File: config.mk
export PLATFORM = sky130hd
export DESIGN_NAME = serial_receive
export DESIGN_NICKNAME = d
export VERILOG_FILES = /design/src/rtl/serial_pkg.sv /design/src/rtl/uart_rx_byte.sv /design/src/rtl/serial_receive.sv
export SDC_FILE = /design/constraint.sdc
export NUM_CORES = 2
export LEC_CHECK = 0
export ABC_AREA = 0
export CORE_MARGIN = 8
export CORE_UTILIZATION = 50
export CTS_CLUSTER_SIZE = 12
export DETAILED_ROUTE_END_ITERATION = 12
export PLACE_DENSITY = 0.78
export SLEW_MARGIN = 20
export SYNTH_ARGS = -nofsm -noshare
export SYNTH_HDL_FRONTEND = slang
export SYNTH_SLANG_ARGS = --single-unit
File: constraint.sdc
create_clock -name clk -period 35.9 [get_ports clk]
set_input_delay 7.18 -clock clk [delete_from_list [all_inputs] [get_ports clk]]
set_output_delay 7.18 -clock clk [all_outputs]
set_load 0.01 [all_outputs]
File: src/rtl/serial_pkg.sv
// rtl/serial_pkg.sv - shared types and sizes for the serial work-frame receiver
package serial_pkg;
  localparam int FRAME_BYTES = 64;
  localparam int BYTE_W      = 8;

  typedef enum logic [1:0] {RX_IDLE, RX_START, RX_DATA, RX_STOP} rx_state_t;

  typedef logic [FRAME_BYTES*BYTE_W-1:0] frame_t;
endpackage

File: src/rtl/uart_rx_byte.sv
// rtl/uart_rx_byte.sv - 8N1 byte receiver: RxD synchronizer, bit timer and receive FSM
module uart_rx_byte
  import serial_pkg::*;
#(
  parameter int CLK_DIV = 434
) (
  input  logic              clk,
  input  logic              reset,
  input  logic              RxD,
  output logic [BYTE_W-1:0] rx_byte,
  output logic              rx_valid,
  output logic              rx_frame_err,
  output logic              rx_idle
);
  localparam int TW = $clog2(CLK_DIV);

  rx_state_t         state;
  logic              rx_meta, rx_sync;
  logic [TW-1:0]     timer;
  logic [2:0]        bit_cnt;
  logic [BYTE_W-1:0] shreg;
  logic              armed;

  assign rx_idle = (state == RX_IDLE);

  always_ff @(posedge clk or posedge reset) begin
    if (reset) begin
      rx_meta      <= 1'b1;
      rx_sync      <= 1'b1;
      state        <= RX_IDLE;
      timer        <= '0;
      bit_cnt      <= '0;
      shreg        <= '0;
      armed        <= 1'b1;
      rx_byte      <= '0;
      rx_valid     <= 1'b0;
      rx_frame_err <= 1'b0;
    end else begin
      rx_meta      <= RxD;
      rx_sync      <= rx_meta;
      rx_valid     <= 1'b0;
      rx_frame_err <= 1'b0;
      // A framing error leaves the line low; only a high level may re-arm start detection.
      if (rx_sync) armed <= 1'b1;
      case (state)
        RX_IDLE: begin
          if (!rx_sync && armed) begin
            state <= RX_START;
            timer <= TW'(CLK_DIV/2 - 1);
          end
        end
        RX_START: begin
          if (timer == '0) begin
            if (!rx_sync) begin
              state   <= RX_DATA;
              timer   <= TW'(CLK_DIV - 1);
              bit_cnt <= '0;
            end else begin
              state <= RX_IDLE;
            end
          end else begin
            timer <= timer - 1'b1;
          end
        end
        RX_DATA: begin
          if (timer == '0) begin
            shreg <= {rx_sync, shreg[BYTE_W-1:1]};
            timer <= TW'(CLK_DIV - 1);
            if (bit_cnt == 3'd7) state <= RX_STOP;
            else                 bit_cnt <= bit_cnt + 1'b1;
          end else begin
            timer <= timer - 1'b1;
          end
        end
        RX_STOP: begin
          if (timer == '0) begin
            state <= RX_IDLE;
            if (rx_sync) begin
              rx_byte  <= shreg;
              rx_valid <= 1'b1;
            end else begin
              rx_frame_err <= 1'b1;
              armed        <= 1'b0;
            end
          end else begin
            timer <= timer - 1'b1;
          end
        end
        default: state <= RX_IDLE;
      endcase
    end
  end
endmodule

File: src/rtl/serial_receive.sv
// rtl/serial_receive.sv - assembles 64-byte UART work frames into midstate/data2
// Optional SERIAL_RX_TIMEOUT_EN: an idle gap mid-frame resets the byte counter.
module serial_receive
  import serial_pkg::*;
#(
  parameter int CLK_FREQ = 50000000,
  parameter int BAUD     = 115200
) (
  input  logic         clk,
  input  logic         reset,
  input  logic         RxD,
  output logic [255:0] midstate,
  output logic [255:0] data2
);
  localparam int CLK_DIV        = CLK_FREQ / BAUD;
  localparam int TIMEOUT_CYCLES = 16 * CLK_DIV;
  localparam int FW             = FRAME_BYTES * BYTE_W;

  logic [BYTE_W-1:0] rx_byte;
  logic              rx_valid, rx_frame_err, rx_idle;
  logic              byte_ok;
  frame_t            frame_buf, next_buf;
  logic [6:0]        byte_cnt;

  uart_rx_byte #(.CLK_DIV(CLK_DIV)) u_rx (
    .clk          (clk),
    .reset        (reset),
    .RxD          (RxD),
    .rx_byte      (rx_byte),
    .rx_valid     (rx_valid),
    .rx_frame_err (rx_frame_err),
    .rx_idle      (rx_idle)
  );

  // rx_valid is raised on the stop-sample edge, which also returns the FSM to idle.
  assign byte_ok  = rx_valid & ~rx_frame_err & rx_idle;
  assign next_buf = {frame_buf[FW-BYTE_W-1:0], rx_byte};

`ifdef SERIAL_RX_TIMEOUT_EN
  logic [31:0] idle_cnt;
  logic        idle_run, timeout_hit;

  assign idle_run    = rx_idle && (byte_cnt != '0);
  assign timeout_hit = idle_run && (idle_cnt == 32'(TIMEOUT_CYCLES - 1));

  always_ff @(posedge clk or posedge reset) begin
    if (reset)                       idle_cnt <= '0;
    else if (!idle_run || timeout_hit) idle_cnt <= '0;
    else                             idle_cnt <= idle_cnt + 1'b1;
  end
`endif

  always_ff @(posedge clk or posedge reset) begin
    if (reset) begin
      frame_buf <= '0;
      byte_cnt  <= '0;
      midstate  <= '0;
      data2     <= '0;
    end else if (byte_ok) begin
      frame_buf <= next_buf;
      if (byte_cnt == 7'(FRAME_BYTES - 1)) begin
        midstate <= next_buf[FW-1:FW/2];
        data2    <= next_buf[FW/2-1:0];
        byte_cnt <= '0;
      end else begin
        byte_cnt <= byte_cnt + 1'b1;
      end
    end
`ifdef SERIAL_RX_TIMEOUT_EN
    else if (timeout_hit) begin
      byte_cnt <= '0;
    end
`endif
  end
endmodule

After elaboration in Yosys (flattened, before gate mapping)
Index checks and enable logic that the tools add are counted.
{"block": "word_totals", "out_inout_bits": 512, "word_cells": 74, "in_bits": 3, "register_bits": 1058}
{"block": "op_classes", "n_eq_ne": 14, "muxes": 29, "addsub": 3, "bitwise": 3, "n_reduce_logical": 11}
{"op": "two-way mux 9 bit", "n": 5}
{"op": "case mux 9 bit (4 select lines)", "n": 1}
{"op": "two-way mux 2 bit", "n": 6}
{"op": "two-way mux 3 bit", "n": 4}
{"op": "two-way mux 1 bit", "n": 10}
{"op": "!= test 2 x 1 -> 1 bit, second input constant", "n": 5}
{"op": "AND reduction 5 bit", "n": 2}
{"op": "logical NOT 9 bit", "n": 1}
{"op": "subtractor 9 x 1 -> 9 bit, second input constant", "n": 1}
{"op": "case mux 2 bit (4 select lines)", "n": 1}
{"op": "adder 7 x 1 -> 7 bit, second input constant", "n": 1}
{"op": "equality test 7 x 6 -> 1 bit, second input constant", "n": 1}
{"op": "two-way mux 7 bit", "n": 1}
{"op": "!= test 2 bit, second input constant", "n": 3}
{"op": "case mux 3 bit (2 select lines)", "n": 1}
{"op": "AND reduction 3 bit", "n": 2}
{"op": "equality test 2 bit, second input constant", "n": 2}
{"op": "AND reduction 2 bit", "n": 2}
{"op": "adder 3 x 1 -> 3 bit, second input constant", "n": 1}
{"op": "equality test 3 bit, second input constant", "n": 1}
{"op": "!= test 3 bit, second input constant", "n": 1}
{"op": "bitwise AND 1 bit", "n": 2}
{"op": "equality test 2 x 1 -> 1 bit, second input constant", "n": 1}
{"op": "logical NOT 2 bit", "n": 1}
{"op": "4 further kinds", "n": 4}

Depth between registers and ports, before layout
{"block": "depth", "depth_word": 4, "depth_mapped": 8, "mapped_depth_nobuf": 6}

Modules after synthesis
Synthesis repeated with hierarchy kept, for this count alone.
{"block": "hier_totals", "hier_cells": 3389, "hier_area_um2": 39801.9}
{"module": "serial_receive", "n_inst": 1, "cells_each": 3243, "area_per_inst_um2": 38036.5}
{"module": "uart_rx_byte", "n_inst": 1, "cells_each": 146, "area_per_inst_um2": 1765.4}

Least setup slack after synthesis
OpenSTA, ideal clock, no wires.
{"block": "synth_path", "path_type": "reg-to-output", "from": "register data2[100]", "to": "output data2[100]", "setup_slack_ns": 28.337, "path_stages_with_launch": 1, "arrival_time_ns": 0.383, "t_required_ns": 28.720, "cell_sequence": "dfrtp_1"}
{"item": "start: declaration", "line_no": "serial_receive.sv:13", "source": "output logic [255:0] data2"}
{"item": "start signal: assignment", "line_no": "serial_receive.sv:63", "source": "data2 <= next_buf[FW/2-1:0];"}
No word-level cell between the ends.

==> impl_metrics.py <==
metrics = {
    "outcome": {
        "status": "finished clean",
    },
    "sta": {
        "tightest_slew_ps": 1209,
        "finalCriticalPeriod_ps": 10610,
        "clock_skew_ps": 71.29,
        "hold_violations": 0,
        "setup_viol": 0,
        "setup-tns-final_ps": 0,
        "maxSlewHeadroom_pct": 19.40,
        "max_freq_mhz": 94.23,
        "rsz0062_at_grt": "no",
        "drv_slew": 0,
        "period_share_pct": 29.56,
    },
    "yosys": {
        "yosysTopAreaCell": "dfrtp_1",
        "syn_area_sq_mm": 0.03985,
        "yosysSeqAreaShare_pct": 66.45,
        "ys.flop_type": "dfrtp_1",
        "async_reset_ff_share_pct": 100.0,
        "synth.area.top_cells": "dfrtp_1 66%, nand2_1 14%, mux2_2 14%",
        "synthesis.nets": 3411,
        "synth_top_cell_area_share_pct": 66.25,
        "yosysWarnings": 0,
        "synth_edf_count": 0,
        "synth-seq-cells": 1058,
        "avgSynthCellArea_sq_um": 11.72,
        "yosysUniqueCellTypes": 55,
        "synthCells": 3399,
    },
    "route": {
        "drc_errors": 0,
        "drt-total-wl_um": 93970,
        "drtIter0Drc": 1743,
        "drtPass1Iterations": 5,
        "drtAntennaViolNets": 0,
        "viasPerCell": 5.121,
        "routedWlPerCell_um": 18.89,
        "vias": 25471,
    },
    "power_and_ir_drop": {
        "swShare_pct": 21.79,
        "combinationalPowerShare_pct": 3.3,
        "power_frac_seq_pct": 52.6,
        "peakVddDrop_uv": 46.28,
        "leakagePower_nw": 25.52,
        "p_per_area_mw_per_mm2": 46.93,
        "switching_power_mw": 0.4996,
        "p_int_mw": 1.793,
        "power_frac_clock_pct": 44.1,
    },
    "worst_setup_path": {
        "required_ps": 36550,
        "critical_path.max_stage_delay_ps": 850,
        "rr_endpoint": "data2[23]$_DFFE_PP0P_",
        "cp_common_cell": "buf_4",
        "cp_max_fo": 175,
        "slowest_stage": "buf_4",
        "worst-r2r-setup-slack_ps": 31190,
        "reg2reg_from": "u_rx.state[0]$_DFFE_PP0P_",
        "start_kind": "input pin",
        "crit_start": "reset",
        "path_cells": "clkdlybuf4s50_1, clkinvlp_4, buf_4, buf_12, buf_4, buf_4",
        "worstPathArrival_ps": 11260,
        "critPathKind": "in2async",
        "rr_worst_depth": 8,
        "worst_setup_path_end_kind": "async pin",
        "crit_end": "frame_buf[223]$_DFFE_PP0P_",
    },
    "clock_tree": {
        "cts_setup_buffers": 0,
        "clkSinkCount": 1058,
        "cts_tree": "done",
        "clkTransAtPathRegs_ps": 60,
        "clk_latency_ps": 670,
        "htree_levels": 3,
        "hold_buffers": 0,
        "cts_resized": 0,
        "cts_root_buffer": "clkbuf_16",
        "cts_inserted_buffers": 104,
        "clockBufferDepth": 3,
    },
    "final_layout": {
        "final_cells": 4974,
        "drive_above_1_share_pct": 16.52,
        "fillers": 6049,
        "final_area_sq_mm": 0.04885,
        "area.growth.synth_to_final_pct": 22.60,
        "fin_util_pct": 61.84,
        "nNetsFinal": 3880,
    },
    "floorplanning": {
        "io_pins": 515,
        "core-area_sq_mm": 0.07900,
        "dieArea_sq_mm": 0.08898,
        "std_cell_rows": 103,
        "fp.dieW_um": 298.3,
        "initial_utilization_pct": 50.44,
        "fp.dieH_um": 298.3,
    },
    "worst_hold_path": {
        "min_path_type": "reg2reg",
    },
    "grt": {
        "grt_pass1_wl_um": 150800,
        "grt_pass1_vias": 26412,
        "antenna_found_initial": 1,
        "grt_overflow": 0,
        "grt_max_degree": 220,
        "gr-usage-all-layers_pct": 20.84,
    },
    "placement": {
        "port_buffers": 514,
        "dpl-instance-area_sq_mm": 0.04568,
        "placed_cells": 4811,
        "gp_congestion": 0.7801,
        "dp_hpwl_um": 61170,
    },
    "flow_run": {
        "drv_cap": 0,
    },
}
[worst min path at each step]
stage               slack (ps)  cells after the start                      to              startpoint
floorplan                  350                      0  u_rx.rx_sync$_DFF_PP1_  u_rx.rx_meta$_DFF_PP1_
global placement           350                      0  u_rx.rx_sync$_DFF_PP1_  u_rx.rx_meta$_DFF_PP1_
detailed placement         350                      0  u_rx.rx_sync$_DFF_PP1_  u_rx.rx_meta$_DFF_PP1_
CTS                        360                      0  u_rx.rx_sync$_DFF_PP1_  u_rx.rx_meta$_DFF_PP1_
global route               360                      0  u_rx.rx_sync$_DFF_PP1_  u_rx.rx_meta$_DFF_PP1_
finish                     360                      0  u_rx.rx_sync$_DFF_PP1_  u_rx.rx_meta$_DFF_PP1_
[state kept, by name (all words and copies together), names as in the netlist, 3 cells and up, named ones only]
signal	cells
byte_cnt	7
data2	256
frame_buf	504
midstate	256
u_rx.bit_cnt	3
u_rx.rx_byte	8
u_rx.shreg	8
u_rx.timer	9
[placed cells by master, fill, tap and decap left out, drive strengths merged, types with 2 or more instances in the layout]
cell / netlist / layout
dfstp: 3 / 3
nand2b: 4 / 4
and3: 2 / 2
clkdlybuf4s50: 0 / 514
clkinvlp: 0 / 3
nor2: 14 / 14
nand2: 1529 / 1529
a21o: 3 / 3
buf: 62 / 24
o31ai: 3 / 3
ha: 9 / 9
o21ai: 8 / 8
a21oi: 9 / 9
and2: 2 / 2
xnor2: 2 / 2
mux2: 529 / 529
o22ai: 2 / 2
o21bai: 2 / 2
clkbuf: 113 / 148
or4: 2 / 2
xor2: 2 / 2
nor2b: 2 / 2
clkinv: 0 / 6
nor3: 3 / 3
nand3: 2 / 2
nand4: 2 / 2
nor4: 2 / 2
inv: 9 / 12
dfrtp: 1055 / 1055
o41ai: 4 / 4
or3: 2 / 2
[logic make-up after synthesis]
logic type	Yosys count	share of synthesized area, %
AND/OR/NAND/NOR	1571	15.07
flip-flops	1058	66.45
multiplexers	530	14.97
buffers and inverters	184	2.336
AO/OA/AOI/OAI	43	0.7976
adder cells (fa/ha/maj)	9	0.2826
XOR/XNOR	4	0.08794
[worst max-delay path, delay by kind of cell]
kind / cells / cell delay, ps
buf+inv: 6 / 3760
[through the flow]
stage	hold slack, ps	power [mW]	setup slack [ps]
after floorplan	345.2	1.289	14130
after global placement	346.7	1.302	24440
after detailed placement	349.9	1.305	24400
after CTS	357.8	2.317	25120
after global routing	358.5	2.376	24600
final	356.7	2.293	25290
[routing by layer]
layer | up-vias | GRT usage, % | share of wire (%)
li1 | 11832 | - | -
met1 | 12854 | 26.38 | 41
met2 | 637 | 34.09 | 49
met3 | 146 | 7.107 | 7.9
met4 | 2 | 6.023 | 2.8
met5 | - | 0 | 0.0074
[power groups by stage]
stage	clock [mW]	combinational, mW	sequential [mW]
after global routing	1.08	0.0878	1.21
after CTS	1.03	0.0778	1.21
after floorplan	0	0.0611	1.23
after global placement	0	0.0755	1.23
final	1.01	0.0766	1.21
after detailed placement	0	0.0775	1.23
[area by class of cell]
cell class	instances	area (sq um)	area share (%)
Sequential cell	1058	26480	54.20
Multi-Input combinational cell	2157	12440	25.47
Timing Repair Buffer	538	5440	11.14
Clock buffer	148	2928	5.993
Tap cell	1050	1314	2.689
Clock inverter	13	211.5	0.4328
Inverter	9	37.54	0.07683
Antenna cell	1	2.502	0.005122
[cells in the mapped netlist, types with 2 or more instances]
cell,count
nand2_1,1528
dfrtp_1,1055
mux2_2,479
clkbuf_1,113
mux2_1,50
buf_4,44
nor2_1,12
a21oi_1,9
buf_6,9
ha_1,9
inv_1,9
o21ai_0,8
buf_2,6
nand2b_1,4
o41ai_1,4
a21o_1,3
buf_1,3
dfstp_2,3
nor3_1,3
o31ai_1,3
and2_1,2
and3_1,2
nand3_1,2
nand4_1,2
nor2b_1,2
nor4_1,2
o21bai_1,2
o22ai_1,2
xnor2_1,2
xor2_1,2
(Power assumes the default switching activity.)
